## config.mk

```make
export PLATFORM = sky130hd
export DESIGN_NAME = shift_deserializer
export DESIGN_NICKNAME = d
export VERILOG_FILES = /design/src/rtl/shift_deserializer.sv
export SDC_FILE = /design/constraint.sdc
export NUM_CORES = 1
export LEC_CHECK = 0
export CORE_UTILIZATION = 45
export DETAILED_ROUTE_END_ITERATION = 12
export DONT_BUFFER_PORTS = 1
export SETUP_SLACK_MARGIN = 0.2
export SYNTH_ARGS = -nofsm -noshare
export SYNTH_HDL_FRONTEND = slang
export SYNTH_SLANG_ARGS = --single-unit
```

## constraint.sdc

```tcl
create_clock -name clk -period 1.9 [get_ports clk]
set_input_delay 0.19 -clock clk [delete_from_list [all_inputs] [get_ports clk]]
set_output_delay 0.19 -clock clk [all_outputs]
set_load 0.02 [all_outputs]
```

## src/rtl/shift_deserializer.sv

```systemverilog
// shift_deserializer: serial-to-parallel converter with valid/ready output handshake.
//   Collects N accepted serial bits into a WIDTH-bit word. dir, sampled on the first
//   bit of each word, selects MSB-first (left shift) or LSB-first (right shift).
//   A finished word goes straight to 'out' if it is free or being consumed on the
//   same edge. Otherwise the word is dropped and the sticky 'overrun' flag is set.
// Optional feature macro: PARITY_CHECK_EN -- one even-parity bit follows the data
//   bits (N = WIDTH+1) and parity_err reports it. When undefined, N = WIDTH and
//   parity_err is held at 0.
// Ports:
//   clk            sole clock, rising edge
//   async_reset_n  asynchronous active-low reset
//   sync_reset     synchronous active-high clear (wins over ser_valid/out_ready)
//   ser_in         serial data bit, sampled when ser_valid is high
//   ser_valid      qualifies ser_in
//   dir            1 = MSB-first, 0 = LSB-first
//   out            assembled word
//   out_valid      out holds an unconsumed word
//   out_ready      consumer accepts out when out_valid && out_ready
//   overrun        sticky: a completed word was dropped
//   busy           a word is partially received
//   parity_err     parity failure of the word currently on out
module shift_deserializer #(
  parameter int unsigned WIDTH = 8
) (
  input  logic             clk,
  input  logic             async_reset_n,
  input  logic             sync_reset,
  input  logic             ser_in,
  input  logic             ser_valid,
  input  logic             dir,
  output logic [WIDTH-1:0] out,
  output logic             out_valid,
  input  logic             out_ready,
  output logic             overrun,
  output logic             busy,
  output logic             parity_err
);

`ifdef PARITY_CHECK_EN
  localparam int unsigned NBITS = WIDTH + 1;
`else
  localparam int unsigned NBITS = WIDTH;
`endif
  localparam int unsigned CW = $clog2(NBITS + 1);

  typedef enum logic {IDLE, SHIFT} state_t;

  state_t           state_q, state_d;
  logic [CW-1:0]    cnt_q, cnt_d;
  logic [WIDTH-1:0] sreg_q, sreg_d;
  logic             dir_q, dir_d;
  logic [WIDTH-1:0] out_d;
  logic             out_valid_d, overrun_d, parity_err_d;
  logic             dir_eff_c;
  logic [WIDTH-1:0] shifted_c;
  logic             complete_c;
  logic [WIDTH-1:0] word_c;
  logic             word_perr_c;
`ifdef PARITY_CHECK_EN
  logic             par_q, par_d;
`endif

  // Direction comes from the port on the first bit and from the latch afterwards.
  assign dir_eff_c = (state_q == IDLE) ? dir : dir_q;
  assign shifted_c = dir_eff_c ? {sreg_q[WIDTH-2:0], ser_in}
                               : {ser_in, sreg_q[WIDTH-1:1]};

  // Next-state, datapath and output-register logic.
  always_comb begin
    state_d      = state_q;
    cnt_d        = cnt_q;
    sreg_d       = sreg_q;
    dir_d        = dir_q;
    out_d        = out;
    out_valid_d  = out_valid;
    overrun_d    = overrun;
    parity_err_d = parity_err;
    complete_c   = 1'b0;
    word_c       = shifted_c;
    word_perr_c  = 1'b0;
`ifdef PARITY_CHECK_EN
    par_d        = par_q;
`endif
    if (sync_reset) begin
      state_d      = IDLE;
      cnt_d        = '0;
      sreg_d       = '0;
      dir_d        = 1'b0;
      out_d        = '0;
      out_valid_d  = 1'b0;
      overrun_d    = 1'b0;
      parity_err_d = 1'b0;
`ifdef PARITY_CHECK_EN
      par_d        = 1'b0;
`endif
    end else begin
      if (ser_valid) begin
        dir_d = dir_eff_c;
        case (state_q)
          IDLE: begin
            state_d = SHIFT;
            cnt_d   = CW'(1);
            sreg_d  = shifted_c;
`ifdef PARITY_CHECK_EN
            par_d   = ser_in;
`endif
          end
          SHIFT: begin
            if (cnt_q == CW'(NBITS - 1)) begin
              state_d    = IDLE;
              cnt_d      = '0;
              complete_c = 1'b1;
`ifdef PARITY_CHECK_EN
              // Final bit is the parity bit; data is already in the register.
              word_c      = sreg_q;
              word_perr_c = par_q ^ ser_in;
`else
              sreg_d      = shifted_c;
`endif
            end else begin
              cnt_d  = cnt_q + CW'(1);
              sreg_d = shifted_c;
`ifdef PARITY_CHECK_EN
              par_d  = par_q ^ ser_in;
`endif
            end
          end
          default: state_d = IDLE;
        endcase
      end
      if (complete_c) begin
        if (!out_valid || out_ready) begin
          out_d        = word_c;
          out_valid_d  = 1'b1;
          parity_err_d = word_perr_c;
        end else begin
          overrun_d = 1'b1;
        end
      end else if (out_valid && out_ready) begin
        out_valid_d = 1'b0;
      end
    end
  end

  // State and output registers.
  always_ff @(posedge clk or negedge async_reset_n) begin
    if (!async_reset_n) begin
      state_q    <= IDLE;
      cnt_q      <= '0;
      sreg_q     <= '0;
      dir_q      <= 1'b0;
      out        <= '0;
      out_valid  <= 1'b0;
      overrun    <= 1'b0;
      parity_err <= 1'b0;
`ifdef PARITY_CHECK_EN
      par_q      <= 1'b0;
`endif
    end else begin
      state_q    <= state_d;
      cnt_q      <= cnt_d;
      sreg_q     <= sreg_d;
      dir_q      <= dir_d;
      out        <= out_d;
      out_valid  <= out_valid_d;
      overrun    <= overrun_d;
      parity_err <= parity_err_d;
`ifdef PARITY_CHECK_EN
      par_q      <= par_d;
`endif
    end
  end

  // busy is the decoded state flop, so it drops as soon as async reset asserts.
  assign busy = (state_q == SHIFT);

endmodule

```

==> impl_metrics.tcl <==
set metrics [dict create \
    antenna_found_initial 0 \
    yosysSeqAreaShare 0.524 \
    final_nets 115 \
    maxCapViolCount 0 \
    yosysWarnings 0 \
    hold_class "in2reg" \
    htreeDepth 1 \
    tightest_slew_ns 1.06 \
    synth_ff_type "dfrtp_1" \
    hold_depth 2 \
    cp-end-kind "register" \
    timing.final.crit_share 0.839 \
    cts.path.max_buffers 2 \
    fin_setup_tns_ns 0 \
    globalplace.congestion 0.805 \
    synth.distinct_cells 27 \
    chipWidth_um 52.5 \
    rr_worst_depth 3 \
    start_util 0.499 \
    die_h_um 52.5 \
    cp-start-kind "register" \
    cts.clk_slew.worst_paths_ns 0.12 \
    ff_latch_area_um2 601 \
    cts_tree "yes" \
    die_area_um2 2750 \
    vias_per_cell 6.19 \
    fill_cells 217 \
    yosysTopAreaCell "dfrtp_1" \
    hp-start "ser_valid" \
    cts_inserted_buffers 3 \
    netlist_area_um2 1150 \
    ir_drop_v 0.000464 \
    synth_common_cells "24 x dfrtp_1, 17 x a211oi_1, 12 x nor2_1" \
    dp_hpwl_um 1540 \
    synth_most_common_cell "dfrtp_1" \
    slew_violations 0 \
    fin_worst_skew_ns 0.00121 \
    synthesis.nets 115 \
    post_drt_wl_per_cell_um 17.6 \
    cp.required_ns 2.06 \
    multi_input_area_um2 482 \
    drcViolationCount 0 \
    synth.avg_cell_area_um2 10.7 \
    vias 830 \
    regToRegStartpoint "busy$_DFFE_PN0P_" \
    syn-instance-count 107 \
    rsz0062_at_grt "no" \
    p_leak_nw 0.539 \
    num_rows 17 \
    setup.worst_path.class "reg2reg" \
    synth_top_cell_area_share 0.524 \
    arrival_ns 1.75 \
    grt_overflow_total 0 \
    status "completed" \
    clkSinkCount 24 \
    grt_max_degree 25 \
    io_pins 19 \
    timing.fmax_mhz 627 \
    fp.coreArea_um2 2300 \
    drt-initial-drc-count 29 \
    portBuffers 0 \
    reg2reg_to "out[1]$_DFFE_PN0P_" \
    crit_fanout 8 \
    clk_latency_ns 0.30 \
    synth_edf_count 0 \
    syn_to_final_growth_pct 7.31 \
    drtAntennaViolNets 0 \
    powerDensity_nw_per_um2 736 \
    period_needed_ns 1.59 \
    root_buffer "clkbuf_4" \
    yosys-top-cells-area "dfrtp_1 52%, a211oi_1 11%, mux2i_1 7.9%, a31oi_1 4.4%, nor2_1 3.9%" \
    final_hold_viol_count 0 \
    insertedDiodeCount 0 \
    hold_path_end "cnt_q[1]$_DFFE_PN0P_" \
    hold_slack_ns 0.0354 \
    firstDrtPassIters 4 \
    ys_async_sr_fraction 1.00 \
    slew_headroom 0.289 \
    first_global_vias 800 \
    reg2reg_slack_ns 0.31 \
    ys_ff_latch 24 \
    grtUsageTotal 0.199 \
    drive_gt1_frac 0.0943 \
    grt_pass1_wl_um 3980 \
    wirelength_um 2360 \
    setup_violations 0 \
]
## final cells by class
| class | instances | area share |
|---|---|---|
| clock buffers | 4 | 0.0295 |
| inverters | 3 | 0.00916 |
| multi-input cells | 69 | 0.392 |
| flip-flops and latches | 24 | 0.488 |
| well taps | 28 | 0.0285 |
| repair buffers | 6 | 0.0529 |
## flip-flops by register name, indices dropped and copies added, names as in the netlist
register,cells
busy,1
cnt_q,4
dir_q,1
out,8
out_valid,1
overrun,1
sreg_q,8
## layer usage
metal / GRT usage / wire, um / vias to the layer above / part of all wire
li1: - / - / 394 / -
met1: 0.298 / 1140 / 409 / 0.48
met2: 0.270 / 1020 / 25 / 0.43
met3: 0.0435 / 193 / 2 / 0.082
met4: 0.0877 / 10 / 0 / 0.0042
met5: 0 / 0 / - / 0
## layout by cell type (no fill, tap or decap), types with 2 or more instances in the layout
| cell type | netlist | final |
|---|---|---|
| a21oi_1 | 4 | 4 |
| mux2i_1 | 9 | 9 |
| clkbuf_4 | 0 | 3 |
| nand3_1 | 2 | 2 |
| dlygate4sd3_1 | 0 | 3 |
| a31oi_1 | 8 | 8 |
| nand2b_1 | 2 | 2 |
| a211oi_1 | 17 | 17 |
| nand4b_1 | 2 | 2 |
| inv_1 | 3 | 3 |
| nor2_1 | 12 | 12 |
| dfrtp_1 | 24 | 24 |
| nand2_1 | 2 | 2 |
| buf_4 | 1 | 2 |
## worst max-delay path by stage
stage / cells after the start / endpoint / slack, ns / startpoint
2_1_floorplan: 4 / sreg_q[0]$_DFFE_PN0P_ / 0.43 / busy$_DFFE_PN0P_
3_3_place_gp: 3 / out[2]$_DFFE_PN0P_ / 0.26 / cnt_q[0]$_DFFE_PN0P_
3_5_place_dp: 3 / out[4]$_DFFE_PN0P_ / 0.28 / cnt_q[0]$_DFFE_PN0P_
4_1_cts: 3 / out[1]$_DFFE_PN0P_ / 0.22 / cnt_q[0]$_DFFE_PN0P_
5_1_grt: 3 / out[3]$_DFFE_PN0P_ / 0.22 / busy$_DFFE_PN0P_
6_report: 3 / out[1]$_DFFE_PN0P_ / 0.31 / busy$_DFFE_PN0P_
## timing repair
| action | in CTS | in global routing |
|---|---|---|
| hold buffers | 3 | 0 |
| endpoints found under the hold margin | 48 | 0 |
| setup buffers | 0 | 1 |
| setup endpoints to repair | 0 | 10 |
| gates resized for setup | 0 | 1 |
## report_power, final
group | switching, mW | internal, mW | total [mW]
Clock | 0.145 | 0.117 | 0.261
Sequential | 0.0163 | 0.527 | 0.543
Combinational | 0.0570 | 0.0442 | 0.101
Total | 0.218 | 0.688 | 0.906
## critical path, stage by stage (launching register included)
cell and delay (ns):
dfrtp_1 0.53, and4b_1 0.39, and3_1 0.39, a211oi_1 0.14
## stage by stage
stage	cells	util	area, um2	setup WS, ns	total power [mW]
floorplan	107	-	1150	0.435	0.622
global placement	126	0.497	1140	0.263	0.620
detailed placement	126	0.497	1140	0.280	0.621
CTS	133	0.526	1210	0.220	0.916
global route	134	0.535	1230	0.221	0.958
finish	134	0.535	1230	0.306	0.906
## kinds of logic after synthesis
family	share of synthesized area
AO/OA/AOI/OAI	0.200
multiplexers	0.0983
buffers and inverters	0.0579
adder cells (fa/ha/maj)	0.0109
AND/OR/NAND/NOR	0.106
flip-flops	0.524
other	0.00327
(Power assumes the default switching activity.)
